==> src/rtl/musa_pkg.sv <==
// Shared definitions for the multicycle core: address width, PC-source and
// stage encodings, plus the stack operation decode used by the return stack.
package musa_pkg;

  localparam int DEFAULT_ADDR_W = 32;

  typedef enum logic [2:0] {
    PCSRC_STACK  = 3'b000,
    PCSRC_BRANCH = 3'b001,
    PCSRC_SEQ    = 3'b010,
    PCSRC_JUMP   = 3'b011,
    PCSRC_HALT   = 3'b100
  } pcsrc_e;

  typedef enum logic [2:0] {
    STAGE_IF  = 3'b000,
    STAGE_ID  = 3'b001,
    STAGE_EX  = 3'b010,
    STAGE_MEM = 3'b011,
    STAGE_WB  = 3'b100
  } stage_e;

  typedef enum logic [1:0] {
    RAS_NONE    = 2'b00,
    RAS_PUSH    = 2'b01,
    RAS_POP     = 2'b10,
    RAS_REPLACE = 2'b11
  } ras_op_e;

endpackage

==> src/rtl/return_addr_stack_if.sv <==
// Control-unit <-> return stack interface; the control unit is the master.
interface return_addr_stack_if
  import musa_pkg::*;
#(
  parameter int ADDR_W = DEFAULT_ADDR_W,
  parameter int DEPTH  = 16
);
  localparam int CNT_W = $clog2(DEPTH + 1);

  logic              push;
  logic              pop;
  logic              aux_push_pop;
  logic [ADDR_W-1:0] push_addr;
  logic [ADDR_W-1:0] ret_addr;
  logic              ret_valid;
  logic [ADDR_W-1:0] top_addr;
  logic [CNT_W-1:0]  count;
  logic              empty;
  logic              full;
  logic              overflow;
  logic              underflow;

  modport master (
    output push, pop, aux_push_pop, push_addr,
    input  ret_addr, ret_valid, top_addr, count, empty, full, overflow, underflow
  );

  modport slave (
    input  push, pop, aux_push_pop, push_addr,
    output ret_addr, ret_valid, top_addr, count, empty, full, overflow, underflow
  );
endinterface

==> src/rtl/return_addr_stack_storage.sv <==
// Return-address storage: one synchronous write port, one asynchronous read
// port, no reset so it can map onto distributed RAM.
module ras_storage #(
  parameter int ADDR_W = 32,
  parameter int DEPTH  = 16
) (
  input  logic                     clk,
  input  logic                     we_i,
  input  logic [$clog2(DEPTH)-1:0] waddr_i,
  input  logic [ADDR_W-1:0]        wdata_i,
  input  logic [$clog2(DEPTH)-1:0] raddr_i,
  output logic [ADDR_W-1:0]        rdata_o
);
  logic [ADDR_W-1:0] mem_q [DEPTH];

  always_ff @(posedge clk) begin
    if (we_i) mem_q[waddr_i] <= wdata_i;
  end

  assign rdata_o = mem_q[raddr_i];
endmodule

==> src/rtl/return_addr_stack.sv <==
// Hardware call/return stack: CALL pushes PC+4, RET pops it onto ret_addr,
// one operation per rising edge of the control unit's aux qualifier.
module return_addr_stack
  import musa_pkg::*;
#(
  parameter int ADDR_W = DEFAULT_ADDR_W,
  parameter int DEPTH  = 16
) (
  input logic                clk,
  input logic                reset,
  return_addr_stack_if.slave bus
);
  localparam int CNT_W = $clog2(DEPTH + 1);
  localparam int IDX_W = $clog2(DEPTH);

  logic              aux_q;
  logic [CNT_W-1:0]  count_q;
  logic [ADDR_W-1:0] ret_addr_q;
  logic              ret_valid_q;
  logic              overflow_q;
  logic              underflow_q;

  logic              fire;
  logic              empty;
  logic              full;
  ras_op_e           op;
  logic [CNT_W-1:0]  count_m1;
  logic [IDX_W-1:0]  top_idx;
  logic [IDX_W-1:0]  wr_idx;
  logic              we;
  logic [ADDR_W-1:0] top_data;

  assign fire     = bus.aux_push_pop & ~aux_q;
  assign empty    = (count_q == '0);
  assign full     = (count_q == CNT_W'(DEPTH));
  assign count_m1 = count_q - CNT_W'(1);
  assign top_idx  = count_m1[IDX_W-1:0];

  always_comb begin
    op = RAS_NONE;
    case ({bus.pop, bus.push})
      2'b01:   op = RAS_PUSH;
      2'b10:   op = RAS_POP;
      2'b11:   op = RAS_REPLACE;
      default: op = RAS_NONE;
    endcase
  end

  // A replace on an empty stack degenerates into a plain push at slot 0.
  assign wr_idx = (op == RAS_REPLACE && !empty) ? top_idx : count_q[IDX_W-1:0];
  assign we     = fire & ~reset &
                  (((op == RAS_PUSH) & ~full) | (op == RAS_REPLACE));

  ras_storage #(.ADDR_W(ADDR_W), .DEPTH(DEPTH)) u_storage (
    .clk     (clk),
    .we_i    (we),
    .waddr_i (wr_idx),
    .wdata_i (bus.push_addr),
    .raddr_i (top_idx),
    .rdata_o (top_data)
  );

  always_ff @(posedge clk) begin
    if (reset) begin
      aux_q       <= 1'b0;
      count_q     <= '0;
      ret_addr_q  <= '0;
      ret_valid_q <= 1'b0;
      overflow_q  <= 1'b0;
      underflow_q <= 1'b0;
    end else begin
      aux_q       <= bus.aux_push_pop;
      ret_valid_q <= 1'b0;
      if (fire) begin
        case (op)
          RAS_PUSH: begin
            if (full) overflow_q <= 1'b1;
            else      count_q    <= count_q + CNT_W'(1);
          end
          RAS_POP: begin
            if (empty) begin
              underflow_q <= 1'b1;
            end else begin
              ret_addr_q  <= top_data;
              ret_valid_q <= 1'b1;
              count_q     <= count_m1;
            end
          end
          RAS_REPLACE: begin
            if (empty) begin
              underflow_q <= 1'b1;
              count_q     <= count_q + CNT_W'(1);
            end else begin
              ret_addr_q  <= top_data;
              ret_valid_q <= 1'b1;
            end
          end
          default: ;
        endcase
      end
    end
  end

  assign bus.ret_addr  = ret_addr_q;
  assign bus.ret_valid = ret_valid_q;
  assign bus.top_addr  = empty ? '0 : top_data;
  assign bus.count     = count_q;
  assign bus.empty     = empty;
  assign bus.full      = full;
  assign bus.overflow  = overflow_q;
  assign bus.underflow = underflow_q;
endmodule

==> src/flat_wrapper.sv <==
// flat-port wrapper written by rule: the top's interface ports become plain ports
module return_addr_stack_flat import musa_pkg::*;
#(
  parameter int ADDR_W = DEFAULT_ADDR_W,
  parameter int DEPTH  = 16
)
  (clk, reset, bus_push, bus_pop, bus_aux_push_pop, bus_push_addr, bus_ret_addr, bus_ret_valid, bus_top_addr, bus_count, bus_empty, bus_full, bus_overflow, bus_underflow);
  return_addr_stack_if #(.ADDR_W(ADDR_W), .DEPTH(DEPTH)) bus_i ();
  input logic clk;
  input logic reset;
  input wire logic [$bits(bus_i.push)-1:0] bus_push;
  input wire logic [$bits(bus_i.pop)-1:0] bus_pop;
  input wire logic [$bits(bus_i.aux_push_pop)-1:0] bus_aux_push_pop;
  input wire logic [$bits(bus_i.push_addr)-1:0] bus_push_addr;
  output wire logic [$bits(bus_i.ret_addr)-1:0] bus_ret_addr;
  output wire logic [$bits(bus_i.ret_valid)-1:0] bus_ret_valid;
  output wire logic [$bits(bus_i.top_addr)-1:0] bus_top_addr;
  output wire logic [$bits(bus_i.count)-1:0] bus_count;
  output wire logic [$bits(bus_i.empty)-1:0] bus_empty;
  output wire logic [$bits(bus_i.full)-1:0] bus_full;
  output wire logic [$bits(bus_i.overflow)-1:0] bus_overflow;
  output wire logic [$bits(bus_i.underflow)-1:0] bus_underflow;
  assign bus_i.push = bus_push;
  assign bus_i.pop = bus_pop;
  assign bus_i.aux_push_pop = bus_aux_push_pop;
  assign bus_i.push_addr = bus_push_addr;
  assign bus_ret_addr = bus_i.ret_addr;
  assign bus_ret_valid = bus_i.ret_valid;
  assign bus_top_addr = bus_i.top_addr;
  assign bus_count = bus_i.count;
  assign bus_empty = bus_i.empty;
  assign bus_full = bus_i.full;
  assign bus_overflow = bus_i.overflow;
  assign bus_underflow = bus_i.underflow;
  return_addr_stack #(.ADDR_W(ADDR_W), .DEPTH(DEPTH)) u_core (.clk(clk), .reset(reset), .bus(bus_i));
endmodule
==> config.mk <==
export PLATFORM = sky130hd
export DESIGN_NAME = return_addr_stack_flat
export DESIGN_NICKNAME = d
export VERILOG_FILES = /design/src/rtl/musa_pkg.sv /design/src/rtl/return_addr_stack_if.sv /design/src/rtl/return_addr_stack_storage.sv /design/src/rtl/return_addr_stack.sv /design/src/flat_wrapper.sv
export SDC_FILE = /design/constraint.sdc
export NUM_CORES = 1
export LEC_CHECK = 0
export ABC_AREA = 1
export ABC_CLOCK_PERIOD_IN_PS = 3690
export CAP_MARGIN = 5
export CORE_UTILIZATION = 40
export CTS_CLUSTER_SIZE = 24
export DETAILED_ROUTE_END_ITERATION = 7
export HOLD_SLACK_MARGIN = 0.1
export PLACE_DENSITY_LB_ADDON = 0.1
export SLEW_MARGIN = 30
export SYNTH_ARGS = -nofsm -noshare
export SYNTH_HDL_FRONTEND = slang
export SYNTH_SLANG_ARGS = --single-unit
==> constraint.sdc <==
create_clock -name clk -period 3.69 [get_ports clk]
set_input_delay 0.369 -clock clk [delete_from_list [all_inputs] [get_ports clk]]
set_output_delay 0.369 -clock clk [all_outputs]
set_load 0.05 [all_outputs]
* Word-level counts from Yosys, hierarchy flattened
Memory sizes are Yosys's and may differ from the RTL's.
Index checks and enable logic that the tools add are counted.
** Word-level totals
- Bits of input ports :: 37
- Logic and storage cells :: 50
- Bits in writable memories :: 512
- Output and inout port bits :: 74
- Memories kept :: 1
- Register bits :: 41
- Memory bits (read-only) :: 0
- Bits in latches :: 0
** Memories
- u_core.u_storage.mem_q :: words 16, width 32, rd ports 1, clocked after memory_dff 0, wr ports 1, RTL line return_addr_stack_storage.sv:14 : logic [ADDR_W-1:0] mem_q [DEPTH];
** Cells by class
- Shift-type cells :: 0
- Reduce and logical (&&, ||, !) cells :: 10
- Divide/modulo/power cells :: 0
- Equal/unequal tests :: 10
- $lt $le $gt $ge :: 0
- $add $sub $neg :: 2
- Bitwise operators :: 11
- Muxes and demuxes :: 10
- $mul :: 0
** Operator list (number)
- $mux W32 :: 1
- $mux W5 :: 3
- $pmux W5 S3 :: 1
- $reduce_and A3 Y1 :: 3
- $eq A2 B2 Y1 const B :: 4
- $not A1 Y1 :: 6
- $pmux W2 S3 :: 1
- $add A5 B1 Y5 const B :: 1
- $eq A5 B5 Y1 const B :: 1
- $logic_not A5 Y1 :: 1
- $reduce_and A5 Y1 :: 1
- $sub A5 B1 Y5 const B :: 1
- $and A1 B1 Y1 :: 4
- $eq A2 B1 Y1 const B :: 2
- $mux W4 :: 1
- $ne A2 B2 Y1 const B :: 2
- $mux W1 :: 3
- $reduce_bool A3 Y1 :: 1
- $reduce_or A3 Y1 :: 1
- $ne A2 B1 Y1 const B :: 1
- $reduce_or A2 Y1 :: 1
- $logic_and A1 B1 Y1 :: 1
- $logic_not A1 Y1 :: 1
- $or A1 B1 Y1 :: 1

* Depth between registers and ports, before layout
Gate-level depths: netlist of run 1.
- Depth after elaboration :: 8
- Gate-level depth with buffers :: 15

* Modules after synthesis
A second synthesis of run 1 with hierarchy kept.
** Unflattened totals
- Cells, all modules :: 2397
- Area total of the unflattened synthesis :: 24125.6 um2
** Modules (own cells, without submodules)
- ras_storage :: times used 1, area each 22089.9 um2, seq. area each 15374.7 um2, cells an instance 2088
- return_addr_stack :: times used 1, area each 2035.7 um2, seq. area each 820.8 um2, cells an instance 309

* Least setup slack after synthesis of run 1
No wires, ideal clock.
- Path type :: flip-flop to flip-flop
- From :: register u_core.count_q[0] (netlist: u_core.bus.count[0])
- To :: memory u_core.u_storage.mem_q[10][0], enable pin
- Buffers on the path :: 5
- Stages on the path, launching flop included :: 12
- Data arrival time :: 3785 ps
- Slack :: -516 ps
- Cells stage by stage :: dfxtp_1 -> buf_4 -> inv_2 -> buf_6 -> buf_6 -> buf_2 -> ha_1 -> xnor2_1 -> buf_2 -> o21ai_1 -> nand3b_1 -> nor2_1
** Between the ends
- Word-level cells in the longest chain between the ends :: 7
- Elaborated cells on any way between the ends :: 12
- Classes of those cells :: add/sub (1); eq/ne (1); mux (3); bitwise (4); reduce/logical (3)
** Ends and longest elaborated chain
- start: declaration :: RTL line return_addr_stack.sv:17 : logic [CNT_W-1:0] count_q;
- start signal: assignment :: RTL line return_addr_stack.sv:78 : else count_q <= count_q + CNT_W'(1);
- start signal: assignment :: RTL line return_addr_stack.sv:86 : count_q <= count_m1;
- start signal: assignment :: RTL line return_addr_stack.sv:92 : count_q <= count_q + CNT_W'(1);
- $eq A5 B5 Y1 :: RTL line return_addr_stack.sv:35 : assign full = (count_q == CNT_W'(DEPTH));
- $not A1 Y1 :: RTL line return_addr_stack.sv:52 : (((op == RAS_PUSH) & ~full) | (op == RAS_REPLACE));
- $and A1 B1 Y1 :: RTL line return_addr_stack.sv:52
- $or A1 B1 Y1 :: RTL line return_addr_stack.sv:52
- $and A1 B1 Y1 :: RTL line return_addr_stack.sv:51 : assign we = fire & ~reset &
- $mux W1 :: RTL line return_addr_stack_storage.sv:17 : if (we_i) mem_q[waddr_i] <= wdata_i;
- $mux W1 (implied by the code) :: RTL line return_addr_stack_storage.sv:17
- end: declaration :: RTL line return_addr_stack_storage.sv:14
Parallel ways exist; a longest one is shown, timed or not.

* Worst setup path in the final report of run 1
- From :: register u_core.count_q[1] (netlist: u_core.bus.count[1])
- To :: output port bus_top_addr[30]
** Between the ends
- Word-level cells in the longest chain between the ends :: 3
- Elaborated cells on any way between the ends :: 4
- Classes of those cells :: add/sub (1); mux (1); reduce/logical (1); memory (1)
** Ends and longest elaborated chain
- $sub A5 B1 Y5 :: RTL line return_addr_stack.sv:36 : assign count_m1 = count_q - CNT_W'(1);
- $mem_v2 Z16 W32
- $mux W32 * :: RTL line return_addr_stack.sv:106 : assign bus.top_addr = empty ? '0 : top_data;
- end: declaration :: RTL line flat_wrapper.sv:17 : output wire logic [$bits(bus_i.top_addr)-1:0] bus_top_addr;
Mark *: on every way between the ends. The rest lies on a longest branch, timed or not.

==> results of run 1 <==
## worst paths after layout
path | slack (ps) | startpoint | cells past startpoint | endpoint
worst min-delay path | 330 | bus_aux_push_pop | 3 | u_core.aux_q
worst min register to register | 460 | u_core.bus.overflow | 2 | u_core.bus.overflow
worst max-delay path | 100 | u_core.bus.count[1] | 8 | bus_top_addr[30]
worst max register to register | 740 | u_core.bus.count[1] | 7 | u_core.u_storage.mem_q[2][14]
## cell type report
type,count,area share
flip-flops and latches,553,0.577
clock inverters,25,0.00642
diodes,1,0.0000892
multi-input cells,1254,0.206
inverters,366,0.0493
repair buffers,160,0.0704
clock buffers,81,0.0569
well taps,765,0.0341
## critical path: stages, from the launching register on
cell     delay (ps)
dfxtp_1         510
nor2_1          100
nand3_1         120
nand2_2         290
inv_2           530
buf_4           380
nand3_1         250
a21oi_2         240
buf_12          160
## state kept, by name, indices dropped and copies added, names as in the netlist
| signal | flops |
|---|---|
| u_core.aux_q | 1 |
| u_core.bus.ret_valid | 1 |
| u_core.bus.ret_addr | 32 |
| u_core.bus.underflow | 1 |
| u_core.bus.count | 5 |
| u_core.u_storage.mem_q | 512 |
| u_core.bus.overflow | 1 |
## timing repair
| item | in CTS | in global routing |
|---|---|---|
| pin swaps | 0 | 1 |
| setup endpoints to repair | 1 | 16 |
| cloned | 0 | 0 |
| buffers inserted | 0 | 1 |
| endpoints found under the hold margin | 0 | 0 |
| resized for setup | 1 | 0 |
## per-stage QoR
stage,util,area (µm²)
detailed placement,0.452,26200
global placement,0.452,26200
global route,0.484,28100
CTS,0.483,28000
floorplan,-,23800
finish,0.484,28100
## logic make-up after synthesis
family | Yosys count | share of synthesized area
xor gates and xnor gates | 4 | 0.00180
DFF | 553 | 0.686
buffers and inverters | 485 | 0.0816
and+or+nand+nor | 1112 | 0.197
AOI/OAI and AO/OA | 135 | 0.0320
adders and majority gates | 3 | 0.00159
## power by group
group	switching [mW]	internal, mW
Clock	2.37	3.14
Sequential	0.0236	6.90
Combinational	1.74	0.800
## routing by layer
metal,share of wire,GRT usage
met5,0,0
met4,0.015,0.0467
met3,0.048,0.0289
met1,0.47,0.302
met2,0.46,0.334
## cell usage in the layout, fill, tap and decap left out, drive strengths merged
cell,instances
or2,2
diode,1
clkdlybuf4s50,76
ha,3
o21ai,65
nor2,26
clkbuf,81
nand4,2
xor2,3
edfxtp,512
dfxtp,41
clkinv,22
inv,367
buf,84
xnor2,1
a21oi,38
o21a,32
nor3,2
bufinv,2
nand3,365
nand2,713
nand3b,2
==> results by group, run 1 <==
Clock tree
  • CTS root buffer: clkbuf_16
  • Clock buffer depth: 3
  • Hold-fix buffers at CTS: 0
  • CTS tree: built
  • Clk sinks: 553
  • H-tree level count: 2
  • Clock-pin slew on the worst setup and hold paths: 60 ps
  • Clk_lat worst skew: 630 ps
  • Num CTS Buffers: 58

Placed design
  • Dpl ws: 596 ps
  • Gp weighted congestion: 0.780
  • HPWL after detailed placement: 35.2 mm
  • Post-Place Cells: 3096
  • Port Buffers: 110

STA
  • Final Critical Period: 3590 ps
  • Setup violators final: 0
  • Worst slew pin tran: 987 ps
  • Clk_skew: 22.6 ps
  • Post-route setup TNS: 0 ps
  • Max Clock Freq: 279 MHz
  • Min Hold Slack: 332 ps
  • Final Cycle Share: 0.973
  • Fin worst setup slack: 101 ps
  • Final Hold Vio Count: 0
  • Fin. max-slew vios: 0
  • RSZ-0062 raised after global routing: false
  • Slew margin rel.: 0.342

Synthesis
  • Number of synthesized flops with an enable pin: 512
  • Main flop type after synthesis: edfxtp_1
  • Post-Synthesis Cells: 2292
  • Sequential cell area fraction in the yosys report: 0.686
  • Post-synth top area share: 0.651
  • Synth warn: 0
  • Synth top area cells: edfxtp_1 (65%), nand2_1 (11%), nand3_1 (7.7%)
  • Post-synthesis register bit count: 553
  • Avg Synthesized Cell Area: 10.3 µm²
  • Yosys top cell by area: edfxtp_1
  • Synth cell count leaders: nand2_1 (712), edfxtp_1 (512), nand3_1 (365)
  • Top-count cell post-synth: nand2_1
  • Synth cell types: 27
  • Cell Area, Synth: 23600 µm²
  • Synth Net Count: 2332
  • Fraction of registers with async set/reset: 0

Finish
  • FF+latch area: 16200 µm²
  • Multi-input logic area: 5770 µm²
  • Fin nets: 2433
  • Final Non-Filler Cells: 3205
  • Layout cells sized above 1: 0.0910
  • Area Growth Syn to Fin: 18.8%
  • Fillers: 5187

Routing
  • Drt first pass iters: 7
  • 1st-iter DRT viols: 1295
  • DR WL/cell: 19.5 µm
  • Vias/cell: 4.98
  • Via count: 16.0k
  • DRT Wirelength: 62.4 mm
  • Antenna Nets Post-Route: 0
  • # DRC: 0

Die
  • Total I/O pin count: 111
  • Row count: 88
  • Die W: 245 µm
  • Initial Utilization: 0.407
  • Die ar.: 60000 µm²
  • DIE HEIGHT: 245 µm
  • Placeable core area: 58000 µm²

Power and ir drop
  • Pwr dens: 534 nW/µm²
  • Maximum vdd drop: 378 µV
  • Leakage: 11.3 nW
  • Total power: 15.0 mW

Global route
  • Total gr overflow: 0
  • Vias in the first global route: 15.1k
  • Global Route Usage Sum: 0.209
  • Largest net degree at the start of global routing: 175
  • Initial antenna violation count: 0
  • First-pass GRT wire length: 94.4 mm

Hold path
  • Worst min path class: primary input to flip-flop

Worst setup path
  • CP Capture Type: output port
  • Crit Path Class: flip-flop to output port
  • Data arrival time of the critical path: 3220 ps
  • Startpoint types: flip-flop
  • Crit path required time: 3320 ps
  • Max Fanout on Critical Path: 20

Run status
  • Outcome: finished, final reports clean

Run
  • Max_cap viols: 0
No activity file was read; power rests on OpenSTA's default activity.
==> inputs of run 2 (changes only) <==
--- a/config.mk
+++ b/config.mk
@@ -8,7 +8,8 @@
 export ABC_AREA = 1
 export ABC_CLOCK_PERIOD_IN_PS = 3690
 export CAP_MARGIN = 5
-export CORE_UTILIZATION = 40
+export CORE_UTILIZATION = 54
+export CTS_CLUSTER_DIAMETER = 30
 export CTS_CLUSTER_SIZE = 24
 export DETAILED_ROUTE_END_ITERATION = 7
 export HOLD_SLACK_MARGIN = 0.1
==> run 2 against run 1 <==
  * Clock power rose by 79%
  * Critical path depth rose by 1
  * Global-route usage rose by 7.5 points
  * Final cell count fell by 2.6%
  * First-iteration DRC count rose by 16%
  * Sequential share of layout area fell by 3.5 points
  * Worst setup slack improved by 34 ps
  * Combinational power barely moved
  * Final area rose by 6.5%
  * Die area fell by 26%
  * Count of clock-buffer cells in the layout rose by 40
  * Critical endpoint is now bus_top_addr[2]
  * Largest power group is now the clock network
==> results by group, run 2 (synthesis results as in run 1) <==
Run status
  • Outcome: finished, final reports clean

STA
  • Final Critical Period: 3560 ps (-33.8 ps)
  • Min Hold Slack: 312 ps (-20.1 ps)
  • Final Hold Vio Count: 0 (unchanged)
  • Max Clock Freq: 281 MHz (+0.95%)
  • Clk_skew: 23.0 ps (+0.392 ps)
  • Setup violators final: 0 (unchanged)
  • Worst slew pin tran: 920 ps (-66.9 ps)
  • Post-route setup TNS: 0 ps (unchanged)
  • RSZ-0062 raised after global routing: false
  • Final Cycle Share: 0.963 (-0.00917)
  • Slew margin rel.: 0.387 (+0.0446)
  • Fin. max-slew vios: 0 (unchanged)

Clock tree
  • Post-CTS Setup Bufs: 0 (unchanged)
  • Clk_lat worst skew: 640 ps (about the same)
  • Clock-pin slew on the worst setup and hold paths: 50 ps (about the same)
  • H-tree level count: 3 (+1)
  • CTS tree: built
  • CTS root buffer: clkbuf_16
  • Num CTS Buffers: 110 (+90%)
  • Clock buffer depth: 3 (unchanged)
  • Clk sinks: 553 (unchanged)
  • Hold-fix buffers at CTS: 0 (unchanged)

Routing
  • DRT Wirelength: 62.4 mm (about the same)
  • Vias/cell: 5.38 (+8.0%)
  • DR WL/cell: 20.0 µm (+2.6%)
  • Antenna Nets Post-Route: 0 (unchanged)
  • Drt first pass iters: 5 (-2)
  • # DRC: 0 (unchanged)
  • 1st-iter DRT viols: 1506 (+16%)
  • Via count: 16.8k (+5.2%)

Global route
  • Initial antenna violation count: 1 (+1)
  • First-pass GRT wire length: 94.2 mm (-0.21%)
  • Largest net degree at the start of global routing: 204 (+17%)
  • Global Route Usage Sum: 0.284 (+0.0753)
  • Total gr overflow: 0 (unchanged)
  • Vias in the first global route: 16.4k (+8.4%)

Die
  • Die W: 211 µm (-14%)
  • Total I/O pin count: 111 (unchanged)
  • Placeable core area: 43100 µm² (-26%)
  • Initial Utilization: 0.548 (+0.141)
  • DIE HEIGHT: 211 µm (-14%)
  • Die ar.: 44600 µm² (-26%)
  • Row count: 76 (-14%)

Worst setup path
  • Crit path depth: 9 (+1)
  • Crit Path Class: flip-flop to output port
  • CP Cell Sequence: inv_1 -> ha_4 -> inv_4 -> buf_4 -> nand3_1 -> nand3_1 -> nand3_1 -> a21oi_2 -> buf_12
  • Cell repeated most along the worst path: nand3_1
  • Crit path from: u_core.bus.count[1]
  • CP delay by family, top: buffers and inverters
  • Startpoint types: flip-flop
  • CP Buf/Inv Count: 4 (+1)
  • Data arrival time of the critical path: 3190 ps (-30 ps)
  • Critical R2R Launch: u_core.bus.count[0]
  • Max Fanout on Critical Path: 33 (+65%)
  • Slowest Stage Delay on Critical Path: 440 ps (-90 ps)
  • Reg2Reg Depth: 9 (+2)
  • Flop-to-flop setup slack: 650 ps (-90 ps)
  • Crit path required time: 3320 ps (about the same)
  • Slowest CP cell: dfxtp_1
  • CP Capture Type: output port

Placed design
  • HPWL after detailed placement: 35.5 mm (+0.99%)
  • Port Buffers: 110 (unchanged)
  • Gp weighted congestion: 0.851 (+9.2%)

Power and ir drop
  • Leakage: 12.2 nW (+8.4%)
  • Pwr dens: 648 nW/µm² (+21%)
  • Maximum vdd drop: 419 µV (+11%)
  • Total power: 19.4 mW (+29%)

Finish
  • Diode count: 0 (-1)
  • Area Growth Syn to Fin: 26.5%
  • Commonest non-fill, non-tap cell in the layout: nand2_1
  • Max reg flops: 512 (unchanged)
  • Top reg by flops: u_core.u_storage.mem_q
  • Commonest non-fill, non-tap cells in the layout: nand2_1 (712), edfxtp_1 (512), nand3_1 (365)
  • Fin nets: 2483 (+2.1%)
  • Layout cells sized above 1: 0.134 (+0.0433)

Hold path
  • Hold path start: bus_aux_push_pop
  • Worst hold path depth: 3 (unchanged)
  • Worst min path class: primary input to flip-flop

Run
  • Max_cap viols: 0 (unchanged)
==> run 2: routing by layer <==
metal	part of all wire	vias up	track usage
li1	-	7858	-
met1	0.40	8108	0.375
met2	0.49	700	0.466
met3	0.075	128	0.0489
met4	0.034	2	0.122
met5	0.00019	-	0
==> run 2: per-stage QoR <==
step | utilization | worst slack [ps] | instances | cell area [µm²]
after global placement | 0.605 | 552 | 2915 | 26100
final | 0.694 | 135 | 3123 | 29900
after global routing | 0.694 | 24.3 | 3123 | 29900
after CTS | 0.693 | 17.8 | 3122 | 29800
after detailed placement | 0.605 | 506 | 2915 | 26100
after floorplan | - | -516 | 2292 | 23800
==> run 2: worst min-delay path, stage by stage <==
cell and delay (ps):
clkdlybuf4s50_1 410, inv_1 70, nor2_1 40
==> run 2: worst paths after layout <==
kind                             endpoint
min reg2reg           u_core.bus.overflow
max                       bus_top_addr[2]
max reg2reg  u_core.u_storage.mem_q[9][1]
min                          u_core.aux_q
==> run 2: layout make-up <==
class / instances / area [µm²]
fill: 3083 / 13200
sequential: 553 / 16200
clock buffer: 121 / 2920
clock inverter: 86 / 870
inverter: 366 / 1380
tap: 585 / 732
multi-input combinational: 1254 / 5770
timing repair buffer: 158 / 2010
==> run 2: where the power goes <==
part	total [mW]	switching, mW	internal, mW
registers	6.94	0.0233	6.92
clock network	9.86	3.39	6.46
logic	2.55	1.75	0.804
total	19.4	5.17	14.2
==> run 2: timing repair <==
item | in CTS | in global routing
endpoints found under the setup margin | 2 | 30
gates resized for setup | 1 | 4
gates cloned | 0 | 1
hold endpoints to repair | 0 | 0
==> inputs of run 3 (changes only) <==
--- a/config.mk
+++ b/config.mk
@@ -5,7 +5,6 @@
 export SDC_FILE = /design/constraint.sdc
 export NUM_CORES = 1
 export LEC_CHECK = 0
-export ABC_AREA = 1
 export ABC_CLOCK_PERIOD_IN_PS = 3690
 export CAP_MARGIN = 5
 export CORE_UTILIZATION = 54
==> run 3 against run 2 <==
  * Global-route usage fell by 1.7 points
  * Count of clock-buffer cells in the layout did not move
  * Critical path type unchanged
  * Register-to-register slack got worse by 90 ps
  * Clock power fell by 2%
  * Highest routed layer is now met4
  * Final cell count fell by 28%
  * First-iteration DRC count fell by 16%
  * Core utilization rose by 1.1 points
  * Sequential share of layout area rose by 2.1 points
  * Maximum frequency rose by 1.9%
  * Via count fell by 18%
  * Final area fell by 3.7%
==> results by group, run 3 <==
Run status
  • Outcome: finished, final reports clean

Clock tree
  • Num CTS Buffers: 104 (-5.5%)
  • CTS root buffer: clkbuf_16
  • Clk_lat worst skew: 630 ps (about the same)
  • Clock buffer depth: 3 (unchanged)
  • CTS tree: built
  • Clk sinks: 553 (unchanged)
  • Clock-pin slew on the worst setup and hold paths: 40 ps (about the same)
  • H-tree level count: 3 (unchanged)
  • Hold-fix buffers at CTS: 0 (unchanged)

Finish
  • Layout cells sized above 1: 0.218 (+0.0834)
  • FF+latch area: 16200 µm² (about the same)
  • Diode count: 0 (unchanged)
  • Multi-input logic area: 6020 µm² (+4.4%)
  • Commonest non-fill, non-tap cells in the layout: edfxtp_1 (512), nand3_1 (258), mux2i_1 (257)
  • Fillers: 2632 (-15%)
  • Top reg by flops: u_core.u_storage.mem_q
  • Commonest non-fill, non-tap cell in the layout: edfxtp_1
  • Max reg flops: 512 (unchanged)
  • Fin nets: 1675 (-33%)
  • Area Growth Syn to Fin: 28.6%
  • Finished Cell Area: 28800 µm² (-3.7%)

Synthesis
  • Synth top area cells: edfxtp_1 (69%), mux2i_1 (11%), nand3_1 (5.8%)
  • Post-Synthesis Cells: 1455 (-37%)
  • Sequential cell area fraction in the yosys report: 0.723 (+0.0377)
  • Synth cell types: 43 (+59%)
  • Synth cell count leaders: edfxtp_1 (512), nand3_1 (258), mux2i_1 (257)
  • Post-synth top area share: 0.687 (+0.0358)
  • Cell Area, Synth: 22400 µm² (-5.2%)
  • Yosys top cell by area: edfxtp_1
  • Post-synthesis register bit count: 553 (unchanged)
  • Synth warn: 0 (unchanged)
  • Number of synthesized flops with an enable pin: 512 (unchanged)
  • Synth Net Count: 1495 (-36%)
  • Top-count cell post-synth: edfxtp_1
  • Avg Synthesized Cell Area: 15.4 µm² (+49%)
  • Fraction of registers with async set/reset: 0 (unchanged)
  • Main flop type after synthesis: edfxtp_1

Power and ir drop
  • Maximum vdd drop: 507 µV (+21%)
  • Net switching power: 5.54 mW (+7.3%)
  • Sw Share: 0.269 (+0.00191)
  • Clk pwr share: 0.471 (-0.038)
  • Leakage: 9.71 nW (-21%)
  • Internal: 15.1 mW (+6.2%)
  • Logic pwr share: 0.191 (+0.059)
  • Seq pwr share: 0.338 (-0.021)
  • Pwr dens: 716 nW/µm² (+11%)

Hold path
  • Hold path start: bus_aux_push_pop
  • Worst min path class: primary input to flip-flop
  • Worst hold path depth: 2 (-1)
  • Hold Path End: u_core.aux_q

STA
  • Max Clock Freq: 287 MHz (+1.9%)
  • Final Critical Period: 3490 ps (-67.5 ps)
  • Slew margin rel.: 0.374 (-0.0131)
  • Fin worst setup slack: 202 ps (+67.5 ps)
  • Worst slew pin tran: 939 ps (+19.6 ps)
  • Clk_skew: 30.0 ps (+7.03 ps)
  • Final Hold Vio Count: 0 (unchanged)
  • RSZ-0062 raised after global routing: false
  • Setup violators final: 0 (unchanged)
  • Fin. max-slew vios: 0 (unchanged)
  • Final Cycle Share: 0.945 (-0.0183)

Die
  • Row count: 74 (-2.6%)
  • DIE HEIGHT: 206 µm (-2.6%)
  • Initial Utilization: 0.548 (about the same)
  • Die W: 206 µm (-2.6%)
  • Die ar.: 42300 µm² (-5.2%)
  • Placeable core area: 40800 µm² (-5.2%)
  • Total I/O pin count: 111 (unchanged)

Worst setup path
  • Data arrival time of the critical path: 3120 ps (-70 ps)
  • Flop-to-flop setup slack: 560 ps (-90 ps)
  • Worst flop-to-flop path endpoint: u_core.u_storage.mem_q[4][21]
  • Crit Path Class: flip-flop to output port
  • Critical R2R Launch: u_core.bus.count[1]
  • Startpoint types: flip-flop
  • Crit path required time: 3320 ps (about the same)
  • CP Capture Type: output port
  • Max Fanout on Critical Path: 74 (+120%)
  • Reg2Reg Depth: 8 (-1)

Global route
  • Largest net degree at the start of global routing: 90 (-56%)
  • First-pass GRT wire length: 82.9 mm (-12%)
  • Global Route Usage Sum: 0.268 (-0.0167)
  • Initial antenna violation count: 0 (-1)
  • Vias in the first global route: 13.5k (-18%)
  • Total gr overflow: 0 (unchanged)

Routing
  • DR WL/cell: 24.4 µm (+22%)
  • Via count: 13.7k (-18%)
  • 1st-iter DRT viols: 1258 (-16%)
  • # DRC: 0 (unchanged)
  • Antenna Nets Post-Route: 0 (unchanged)
  • DRT Wirelength: 55.1 mm (-12%)
  • Vias/cell: 6.08 (+13%)
  • Drt first pass iters: 5 (unchanged)

Run
  • Max_cap viols: 0 (unchanged)

Placed design
  • Post-DP Area: 25000 µm² (-4.2%)
  • Port Buffers: 110 (unchanged)
  • HPWL after detailed placement: 29.0 mm (-18%)
  • Gp weighted congestion: 0.786 (-7.6%)
  • Dpl ws: 385 ps (-121 ps)
-- run 3: cell types whose count changed in the layout (fill, tap and decap cells not counted), moves of 31 or more --
cell       delta
a2bb2oi_1    +32
inv_1       -357
mux2_2       +33
o21a_1       -31
nand2_1     -705
nand4_1      +63
mux2i_1     +257
a21oi_2      -32
nand3_1     -107
-- run 3: how the worst max path moves through the flow --
stage                        startpoint                            end  slack [ps]
finish              u_core.bus.count[0]               bus_top_addr[13]         200
global route        u_core.bus.count[1]               bus_top_addr[31]          50
floorplan           u_core.bus.count[0]  u_core.u_storage.mem_q[13][0]        -200
detailed placement  u_core.bus.count[1]               bus_top_addr[13]         390
global placement    u_core.bus.count[1]               bus_top_addr[23]         500
CTS                 u_core.bus.count[1]                bus_top_addr[0]          70
-- run 3: cells by family after synthesis --
kind of cell / after synthesis / share of synthesized area
flops: 553 / 0.723
simple gates: 408 / 0.0937
mux: 290 / 0.131
buf+inv: 113 / 0.0210
compound gates: 81 / 0.0260
xor+xnor: 7 / 0.00274
fa+ha+maj: 3 / 0.00168
-- run 3: final cells by class --
class	count	share of cell area
well taps	532	0.0231
multi-input cells	789	0.209
inverters	6	0.000913
repair buffers	181	0.0760
clock inverters	77	0.0326
clock buffers	121	0.0952
flip-flops and latches	553	0.563
-- run 3: timing repair --
| item | CTS | global route |
|---|---|---|
| cloned | 0 | 1 |
| pin swaps | 3 | 0 |
| buffers inserted | 9 | 0 |
| setup endpoints to repair | 32 | 18 |
| resized for setup | 3 | 5 |
-- run 3: through the flow --
step / hold slack (ps) / util / power [mW] / TNS, ps / instances
after floorplan: 468 / - / 9.52 / -36700 / 1455
after global placement: 449 / 0.611 / 10.9 / 0 / 2051
after detailed placement: 457 / 0.611 / 10.9 / 0 / 2051
after CTS: 373 / 0.704 / 20.7 / 0 / 2258
after global routing: 402 / 0.705 / 21.2 / 0 / 2259
final: 400 / 0.705 / 20.6 / 0 / 2259
-- run 3: critical path, cell delays in order, from the launching register on --
cell,delay [ps]
dfxtp_4,360
buf_4,620
buf_6,620
nand3_1,170
nand4_1,220
mux2_2,200
nor2_2,50
buf_12,170
-- run 3: power groups by stage --
stage               sequential (mW)  clock [mW]  combinational [mW]
floorplan                      7.19           0                2.33
global placement               7.08           0                3.80
detailed placement             7.08           0                3.83
CTS                            6.97        9.82                3.91
global route                   6.97        10.1                4.15
finish                         6.97        9.71                3.93
-- run 3: layer usage --
metal / up-vias / track usage / wire [µm]
li1: 6122 / - / -
met5: - / 0 / 0
met3: 93 / 0.0505 / 4010
met2: 589 / 0.422 / 26500
met1: 6930 / 0.375 / 23500
met4: 0 / 0.0902 / 1210
